## src/rtl/cpu_seq_control.sv

```systemverilog
`default_nettype none
// +--------------------------------------------------------------------+
// | cpu_seq_control: multi-cycle fetch/decode/execute/writeback        |
// | sequencer for a small accumulator CPU.  Rev 1.0                    |
// +--------------------------------------------------------------------+
module cpu_seq_control #(
  parameter int OPW  = 3,
  parameter int CNTW = 8
) (
  input  logic            clk,
  input  logic            rst,
  input  logic [OPW-1:0]  opcode,
  input  logic            is_zero,
  input  logic            mem_ready,
  input  logic            resume,
  output logic            pc_load,
  output logic            pc_en,
  output logic            pc_skip,
  output logic            acc_load,
  output logic            acc_sel,
  output logic            memIns_en,
  output logic            memDa_en,
  output logic            memDa_we,
  output logic            jmp,
  output logic            halted,
  output logic [2:0]      state_o,
  output logic [CNTW-1:0] instr_cnt
);

  typedef enum logic [2:0] {
    S_IDLE   = 3'd0,
    S_FETCH  = 3'd1,
    S_DECODE = 3'd2,
    S_EXEC   = 3'd3,
    S_WB     = 3'd4,
    S_HALT   = 3'd5
  } state_e;

  localparam logic [OPW-1:0] OP_HLT = OPW'(0);
  localparam logic [OPW-1:0] OP_SKZ = OPW'(1);
  localparam logic [OPW-1:0] OP_ADD = OPW'(2);
  localparam logic [OPW-1:0] OP_AND = OPW'(3);
  localparam logic [OPW-1:0] OP_XOR = OPW'(4);
  localparam logic [OPW-1:0] OP_LDA = OPW'(5);
  localparam logic [OPW-1:0] OP_STO = OPW'(6);
  localparam logic [OPW-1:0] OP_JMP = OPW'(7);

  state_e          state_q, state_d;
  logic [CNTW-1:0] instr_cnt_q, instr_cnt_d;

  logic is_jmp, is_acc_op;

  assign is_jmp    = (opcode == OP_JMP);
  assign is_acc_op = (opcode == OP_ADD) || (opcode == OP_AND) ||
                     (opcode == OP_XOR) || (opcode == OP_LDA);

  always_comb begin
    state_d     = state_q;
    instr_cnt_d = instr_cnt_q;
    pc_load     = 1'b0;
    pc_en       = 1'b0;
    pc_skip     = 1'b0;
    acc_load    = 1'b0;
    acc_sel     = 1'b0;
    memIns_en   = 1'b0;
    memDa_en    = 1'b0;
    memDa_we    = 1'b0;
    jmp         = 1'b0;
    halted      = 1'b0;

    case (state_q)
      S_IDLE: state_d = S_FETCH;
      S_FETCH: begin
        memIns_en = 1'b1;
        jmp       = is_jmp;
        if (mem_ready) state_d = S_DECODE;
      end
      S_DECODE: begin
        memDa_en = 1'b1;
        jmp      = is_jmp;
        if (mem_ready) state_d = S_EXEC;
      end
      S_EXEC: begin
        jmp = is_jmp;
        if (is_acc_op) begin
          acc_load = 1'b1;
          acc_sel  = (opcode == OP_LDA);
          state_d  = S_WB;
        end else if (opcode == OP_STO) begin
          // Store strobe is held until memory acknowledges it.
          memDa_we = 1'b1;
          if (mem_ready) state_d = S_WB;
        end else if (opcode == OP_HLT) begin
          state_d = S_HALT;
        end else begin
          state_d = S_WB;
        end
      end
      S_WB: begin
        jmp = is_jmp;
        if (is_jmp) begin
          pc_load = 1'b1;
        end else begin
          pc_en   = 1'b1;
          pc_skip = (opcode == OP_SKZ) && is_zero;
        end
        instr_cnt_d = instr_cnt_q + CNTW'(1);
        state_d     = S_IDLE;
      end
      S_HALT: begin
        halted = 1'b1;
        if (resume) state_d = S_WB;
      end
      default: state_d = S_IDLE;
    endcase
  end

  always_ff @(posedge clk) begin
    if (rst) begin
      state_q     <= S_IDLE;
      instr_cnt_q <= '0;
    end else begin
      state_q     <= state_d;
      instr_cnt_q <= instr_cnt_d;
    end
  end

  assign state_o   = state_q;
  assign instr_cnt = instr_cnt_q;

endmodule
`default_nettype wire

```

## config.mk

```make
export PLATFORM = sky130hd
export DESIGN_NAME = cpu_seq_control
export DESIGN_NICKNAME = d
export VERILOG_FILES = /design/src/rtl/cpu_seq_control.sv
export SDC_FILE = /design/constraint.sdc
export NUM_CORES = 1
export LEC_CHECK = 0
export CORE_MARGIN = 2
export CORE_UTILIZATION = 43
export DETAILED_ROUTE_END_ITERATION = 10
export GPL_ROUTABILITY_DRIVEN = 0
export PLACE_DENSITY = 0.79
export SLEW_MARGIN = 0
export SYNTH_ARGS = -nofsm -noshare
export SYNTH_HDL_FRONTEND = slang
export SYNTH_SLANG_ARGS = --single-unit
```

## constraint.sdc

```tcl
create_clock -name clk -period 2.9 [get_ports clk]
set_input_delay 0.29 -clock clk [delete_from_list [all_inputs] [get_ports clk]]
set_output_delay 0.29 -clock clk [all_outputs]
set_load 0.005 [all_outputs]
```

==> impl_metrics.tcl, run 1 <==
set metrics [dict create \
    synth_warnings 0 \
    overflow 0 \
    cts_max_level 1 \
    p_per_area_nw_per_um2 336 \
    skew_ns 0.00649 \
    ys_seq_area_share_pct 33.5 \
    clk_root_buffer_cell "clkbuf_4" \
    slew_viol_final 0 \
    hold_depth 2 \
    areaGrowthSynthToFinish_pct 46.8 \
    crit_path_end_kind "primary output" \
    synthAdderAreaFrac_pct 1.90 \
    cts_sinks 11 \
    worstSkewPairLatency_ns 0.26 \
    dominantRegCellSynth "dfxtp_1" \
    n_antenna_cell 0 \
    syn_inst 79 \
    crit_type "reg2out" \
    reg2reg_from "state_o[2]$_SDFFE_PP0P_" \
    clock_path_buffers 2 \
    track_usage_pct 18.6 \
    crit_buf_inv 1 \
    postCtsHoldBufs 0 \
    crit_required_ns 2.61 \
    synth.largest_area_cell "dfxtp_1" \
    grt_pass1_wl_microns 2730 \
    rows 14 \
    cp_data_arrival_time_ns 2.20 \
    worst-r2r-cell-count 3 \
    r2r_end "instr_cnt[7]$_SDFFE_PP0P_" \
    drcViolationCount 0 \
    synth-edff-count 0 \
    finalNonFillerCells 123 \
    period_share_pct 85.7 \
    cp_slowest_stage_delay_ns 0.56 \
    status "completed" \
    grt_max_degree 15 \
    setup_tns_ns 0 \
    synthXorXnorAreaFrac_pct 3.99 \
    postSynthAreaPerCell_sq_um 8.33 \
    finalCoreUtilization_pct 65.6 \
    min_period_ns 2.49 \
    synth_top_area_share_pct 33.5 \
    max_freq_ghz 0.402 \
    slew_headroom_pct 68.7 \
    cp_cell_sequence "or3b_4, nor4bb_1, clkdlybuf4s50_1" \
    synth_seq_cells 11 \
    wire_per_inst_microns 13.0 \
    synth.most_common_cell "dfxtp_1" \
    synthTopCellsByCount "dfxtp_1, nor2_1" \
    coreArea_sq_um 1470 \
    r2r_slack_ns 1.13 \
    tightest_slew_ns 0.468 \
    crit_family "simple AND/OR/NAND/NOR gates" \
    grt_pass1_vias 655 \
    drive_gt1_share_pct 7.48 \
    synth_nets 88 \
    fin_nets 117 \
    rsz0062_at_grt "false" \
    cp_max_fo 12 \
    synth_compound_area_share_pct 12.9 \
    die_w_microns 43.1 \
    synthMuxAreaShare_pct 4.94 \
    cap_violations 0 \
    ys_top_cells_by_area "dfxtp_1, nor4bb_1, nor2_1, nor2b_1, a211oi_1" \
    dpl.hpwl_microns 1160 \
    min_to "instr_cnt[7]$_SDFFE_PP0P_" \
    cts_tree "built" \
    min_from "instr_cnt[7]$_SDFFE_PP0P_" \
    ctsResizeCount 0 \
    synth-simple-area-share_pct 38.2 \
    drt_iter0_markers 8 \
    p_leak_nw 0.341 \
    die_h_microns 43.1 \
    path_clk_slew_ns 0.07 \
    async_reset_ff_share_pct 0 \
    critPathLaunchType "flip-flop" \
    vias 686 \
    critical-path-slowest-cell "clkdlybuf4s50_1" \
    synth_top_family_by_area "simple AND/OR/NAND/NOR gates" \
    dieArea_sq_um 1860 \
    ir_drop_v 0.000190 \
    firstDrtPassIters 3 \
    cts_setup_buffers 0 \
    antenna_left 0 \
    setup_viol 0 \
    cts_inserted_buffers 3 \
    boundaryPins 29 \
    synth_cell_types 33 \
    worst_hold_path_type "reg2reg" \
    hold_violations 0 \
    numPortBuffers 28 \
    finalInstanceArea_sq_um 966 \
    wirelength_microns 1600 \
    antenna_found_initial 0 \
    start_util_pct 44.7 \
    vias_per_cell 5.58 \
    place_inst 119 \
    netlist_area_sq_um 658 \
    dpl_cell_area_sq_um 940 \
]
-- logic make-up (layout without fill, tap and decap cells) --
kind of cell / after synthesis / in the layout
muxes: 3 / 3
buffers and inverters: 7 / 35
xor gates and xnor gates: 3 / 3
adders and majority gates: 1 / 1
DFF: 11 / 11
and+or+nand+nor: 41 / 41
AOI/OAI and AO/OA: 13 / 13
-- cells in the final DEF (no fill, tap or decap) --
| master | synthesis | routed |
|---|---|---|
| a211oi_1 | 3 | 3 |
| a21oi_1 | 4 | 4 |
| a221oi_1 | 1 | 1 |
| and3_1 | 2 | 2 |
| and3b_1 | 1 | 1 |
| and4bb_2 | 1 | 1 |
| clkbuf_1 | 3 | 1 |
| clkbuf_4 | 0 | 3 |
| clkdlybuf4s50_1 | 0 | 28 |
| dfxtp_1 | 11 | 11 |
| ha_1 | 1 | 1 |
| inv_1 | 3 | 3 |
| mux2_2 | 2 | 2 |
| mux2i_1 | 1 | 1 |
| nand2_1 | 4 | 4 |
| nand2b_1 | 1 | 1 |
| nand3_1 | 4 | 4 |
| nand3b_1 | 1 | 1 |
| nand4_1 | 1 | 1 |
| nor2_1 | 7 | 7 |
| nor2b_1 | 4 | 4 |
| nor3_1 | 4 | 4 |
| nor3b_1 | 1 | 1 |
| nor4b_1 | 1 | 1 |
| nor4bb_1 | 3 | 3 |
| o2111ai_1 | 1 | 1 |
| o21ai_0 | 2 | 2 |
| o31ai_1 | 2 | 2 |
| or2_2 | 1 | 1 |
| or3_1 | 2 | 2 |
| or3b_4 | 1 | 1 |
| or4_1 | 2 | 2 |
| xnor2_1 | 2 | 2 |
| xor2_1 | 1 | 1 |
-- worst register-to-register path, delay by kind of cell, from the launching register on --
family / cells / cell delay, ns
AND/OR/NAND/NOR: 2 / 1.03
flip-flops: 1 / 0.54
AO/OA/AOI/OAI: 1 / 0.14
-- state kept, by name, indices dropped and copies added, names as in the netlist --
signal     flops
instr_cnt      8
state_o        3
-- layer usage --
metal  GRT usage, %  routed length (microns)  up-vias
li1               -                        -      348
met1           24.5                      768      316
met2           30.4                      755       18
met3           2.55                       53        4
met4           7.27                       23        0
met5              0                        0        -
-- per-stage QoR --
stage / total power [mW] / hold WS, ns / worst slack (ns)
floorplan: 0.192 / 0.468 / 1.38
global placement: 0.224 / 0.471 / 0.807
detailed placement: 0.225 / 0.477 / 0.715
CTS: 0.327 / 0.488 / 0.426
global route: 0.341 / 0.537 / 0.360
finish: 0.324 / 0.486 / 0.414
-- layout make-up --
cell class	instances	area, sq um
Sequential cell	11	220
Clock buffer	4	26.3
Multi-Input combinational cell	61	408
Inverter	3	11.3
Timing Repair Buffer	28	280
Fill cell	138	505
Tap cell	16	20.0
-- report_power, final --
| part | switching (mW) | leakage (nW) | internal [mW] |
|---|---|---|---|
| registers | 0.00856 | 0.0891 | 0.154 |
| clock network | 0.0495 | 0.0150 | 0.0531 |
| logic | 0.0236 | 0.237 | 0.0352 |
| total | 0.0816 | 0.341 | 0.243 |
-- worst max path at each step --
| stage | endpoint | slack [ns] | from | cells after the start |
|---|---|---|---|---|
| after global placement | pc_skip | 0.81 | state_o[2]$_SDFFE_PP0P_ | 3 |
| final | pc_skip | 0.41 | state_o[2]$_SDFFE_PP0P_ | 3 |
| after global routing | pc_skip | 0.36 | state_o[2]$_SDFFE_PP0P_ | 3 |
| after CTS | pc_skip | 0.43 | state_o[2]$_SDFFE_PP0P_ | 3 |
| after detailed placement | pc_skip | 0.71 | state_o[2]$_SDFFE_PP0P_ | 3 |
| after floorplan | pc_skip | 1.38 | state_o[0]$_SDFFE_PP0P_ | 3 |
No activity file was read; power rests on OpenSTA's default activity.
==> run 2: changes to the inputs <==
--- a/config.mk
+++ b/config.mk
@@ -9,7 +9,7 @@
 export CORE_UTILIZATION = 43
 export DETAILED_ROUTE_END_ITERATION = 10
 export GPL_ROUTABILITY_DRIVEN = 0
-export PLACE_DENSITY = 0.79
+export PLACE_DENSITY = 0.87
 export SLEW_MARGIN = 0
 export SYNTH_ARGS = -nofsm -noshare
 export SYNTH_HDL_FRONTEND = slang
==> impl_metrics.tcl, run 2 (synthesis results as in run 1) <==
set metrics [dict create \
    largest_reg_flops 8 \
    cts_max_level 1 \
    wirelength_microns 1640 \
    min_period_ns 2.44 \
    worstSkewPairLatency_ns 0.27 \
    cts_setup_buffers 0 \
    slew_headroom_pct 67.5 \
    pre_cts_ws_ns 0.751 \
    cts_inserted_buffers 3 \
    fin_nets 117 \
    crit_family "simple AND/OR/NAND/NOR gates" \
    setup_viol 0 \
    drcViolationCount 0 \
    clock_path_buffers 2 \
    cap_violations 0 \
    worst_hold_path_type "reg2reg" \
    grt_pass1_wl_microns 2510 \
    p_per_area_nw_per_um2 341 \
    slew_viol_final 0 \
    grt_max_degree 15 \
    die_w_microns 43.1 \
    track_usage_pct 17.9 \
    critical-path-slowest-cell "dfxtp_1" \
    crit_type "reg2out" \
    wire_per_inst_microns 13.4 \
    antenna_found_initial 0 \
    die_h_microns 43.1 \
    cts_sinks 11 \
    hold_ws_ns 0.486 \
    cp_slowest_stage_delay_ns 0.55 \
    path_clk_slew_ns 0.08 \
    n_antenna_cell 0 \
    dpl.hpwl_microns 1210 \
    antenna_left 0 \
    dieArea_sq_um 1860 \
    setup_tns_ns 0 \
    postCtsHoldBufs 0 \
    max_freq_ghz 0.409 \
    cp_data_arrival_time_ns 2.15 \
    fillCellCount 147 \
    finalInstanceArea_sq_um 967 \
    final_cell_mix "clkdlybuf4s50_1, dfxtp_1, nor2_1" \
    areaGrowthSynthToFinish_pct 47.0 \
    dpl_cell_area_sq_um 940 \
    worst-r2r-cell-count 3 \
    crit_buf_inv 1 \
    cts_tree "built" \
    cp_max_fo 12 \
    ctsResizeCount 0 \
    cp_cell_sequence "or3b_4, nor4bb_1, clkdlybuf4s50_1" \
    drive_gt1_share_pct 8.41 \
    hold_depth 2 \
    place_inst 119 \
    critPathLaunchType "flip-flop" \
    rsz0062_at_grt "false" \
    vias_per_cell 5.77 \
    clk_root_buffer_cell "clkbuf_4" \
    grt_pass1_vias 625 \
    boundaryPins 29 \
    status "completed" \
    mostFrequentLayoutCell "clkdlybuf4s50_1" \
    start_util_pct 44.7 \
    tightest_slew_ns 0.486 \
    rows 14 \
    crit_cells 3 \
    vias 710 \
    overflow 0 \
    skew_ns 0.00118 \
    period_share_pct 84.2 \
    firstDrtPassIters 4 \
    finalNonFillerCells 123 \
    coreArea_sq_um 1470 \
    hold_violations 0 \
    crit_required_ns 2.61 \
    crit_path_end_kind "primary output" \
    fin_ws_ns 0.457 \
    drt_iter0_markers 7 \
    numPortBuffers 28 \
    ir_drop_v 0.000330 \
    p_leak_nw 0.344 \
]
-- run 2: path summary, 6_finish.rpt --
kind,start,end,slack (ns)
hold reg to reg,instr_cnt[7]$_SDFFE_PP0P_,instr_cnt[7]$_SDFFE_PP0P_,0.49
setup reg to reg,state_o[2]$_SDFFE_PP0P_,instr_cnt[5]$_SDFFE_PP0P_,1.10
setup / recovery,state_o[2]$_SDFFE_PP0P_,pc_skip,0.46
hold / removal,instr_cnt[7]$_SDFFE_PP0P_,instr_cnt[7]$_SDFFE_PP0P_,0.49
-- run 2: stage by stage --
stage               total power, mW  utilization, %
floorplan                     0.192               -
global placement              0.223            63.9
detailed placement            0.224            63.9
CTS                           0.334            65.7
global route                  0.344            65.7
finish                        0.330            65.7
-- run 2: report_power, final --
part | leakage [nW] | switching (mW) | internal (mW)
Combinational | 0.237 | 0.0232 | 0.0352
Clock | 0.0177 | 0.0575 | 0.0511
Sequential | 0.0891 | 0.00834 | 0.154
Total | 0.344 | 0.0891 | 0.241
-- run 2: area by class of cell --
| class | instances | area [sq um] | area share, % |
|---|---|---|---|
| clock buffers | 3 | 22.5 | 2.33 |
| clock inverters | 1 | 5.00 | 0.517 |
| multi-input cells | 61 | 408 | 42.2 |
| flip-flops and latches | 11 | 220 | 22.8 |
| inverters | 3 | 11.3 | 1.16 |
| well taps | 16 | 20.0 | 2.07 |
| repair buffers | 28 | 280 | 29.0 |
-- run 2: metal layers --
| layer | vias to the layer above | share of wire [%] | track usage [%] |
|---|---|---|---|
| met1 | 333 | 38 | 17.9 |
| met2 | 34 | 54 | 34.9 |
| li1 | 343 | - | - |
| met4 | 0 | 0 | 1.82 |
| met5 | - | 0 | 0 |
| met3 | 0 | 7.6 | 7.23 |
-- run 2: worst min-delay path, stage by stage (launching register included) --
cell and delay, ns:
dfxtp_1 0.32, o31ai_1 0.07, a21oi_1 0.05
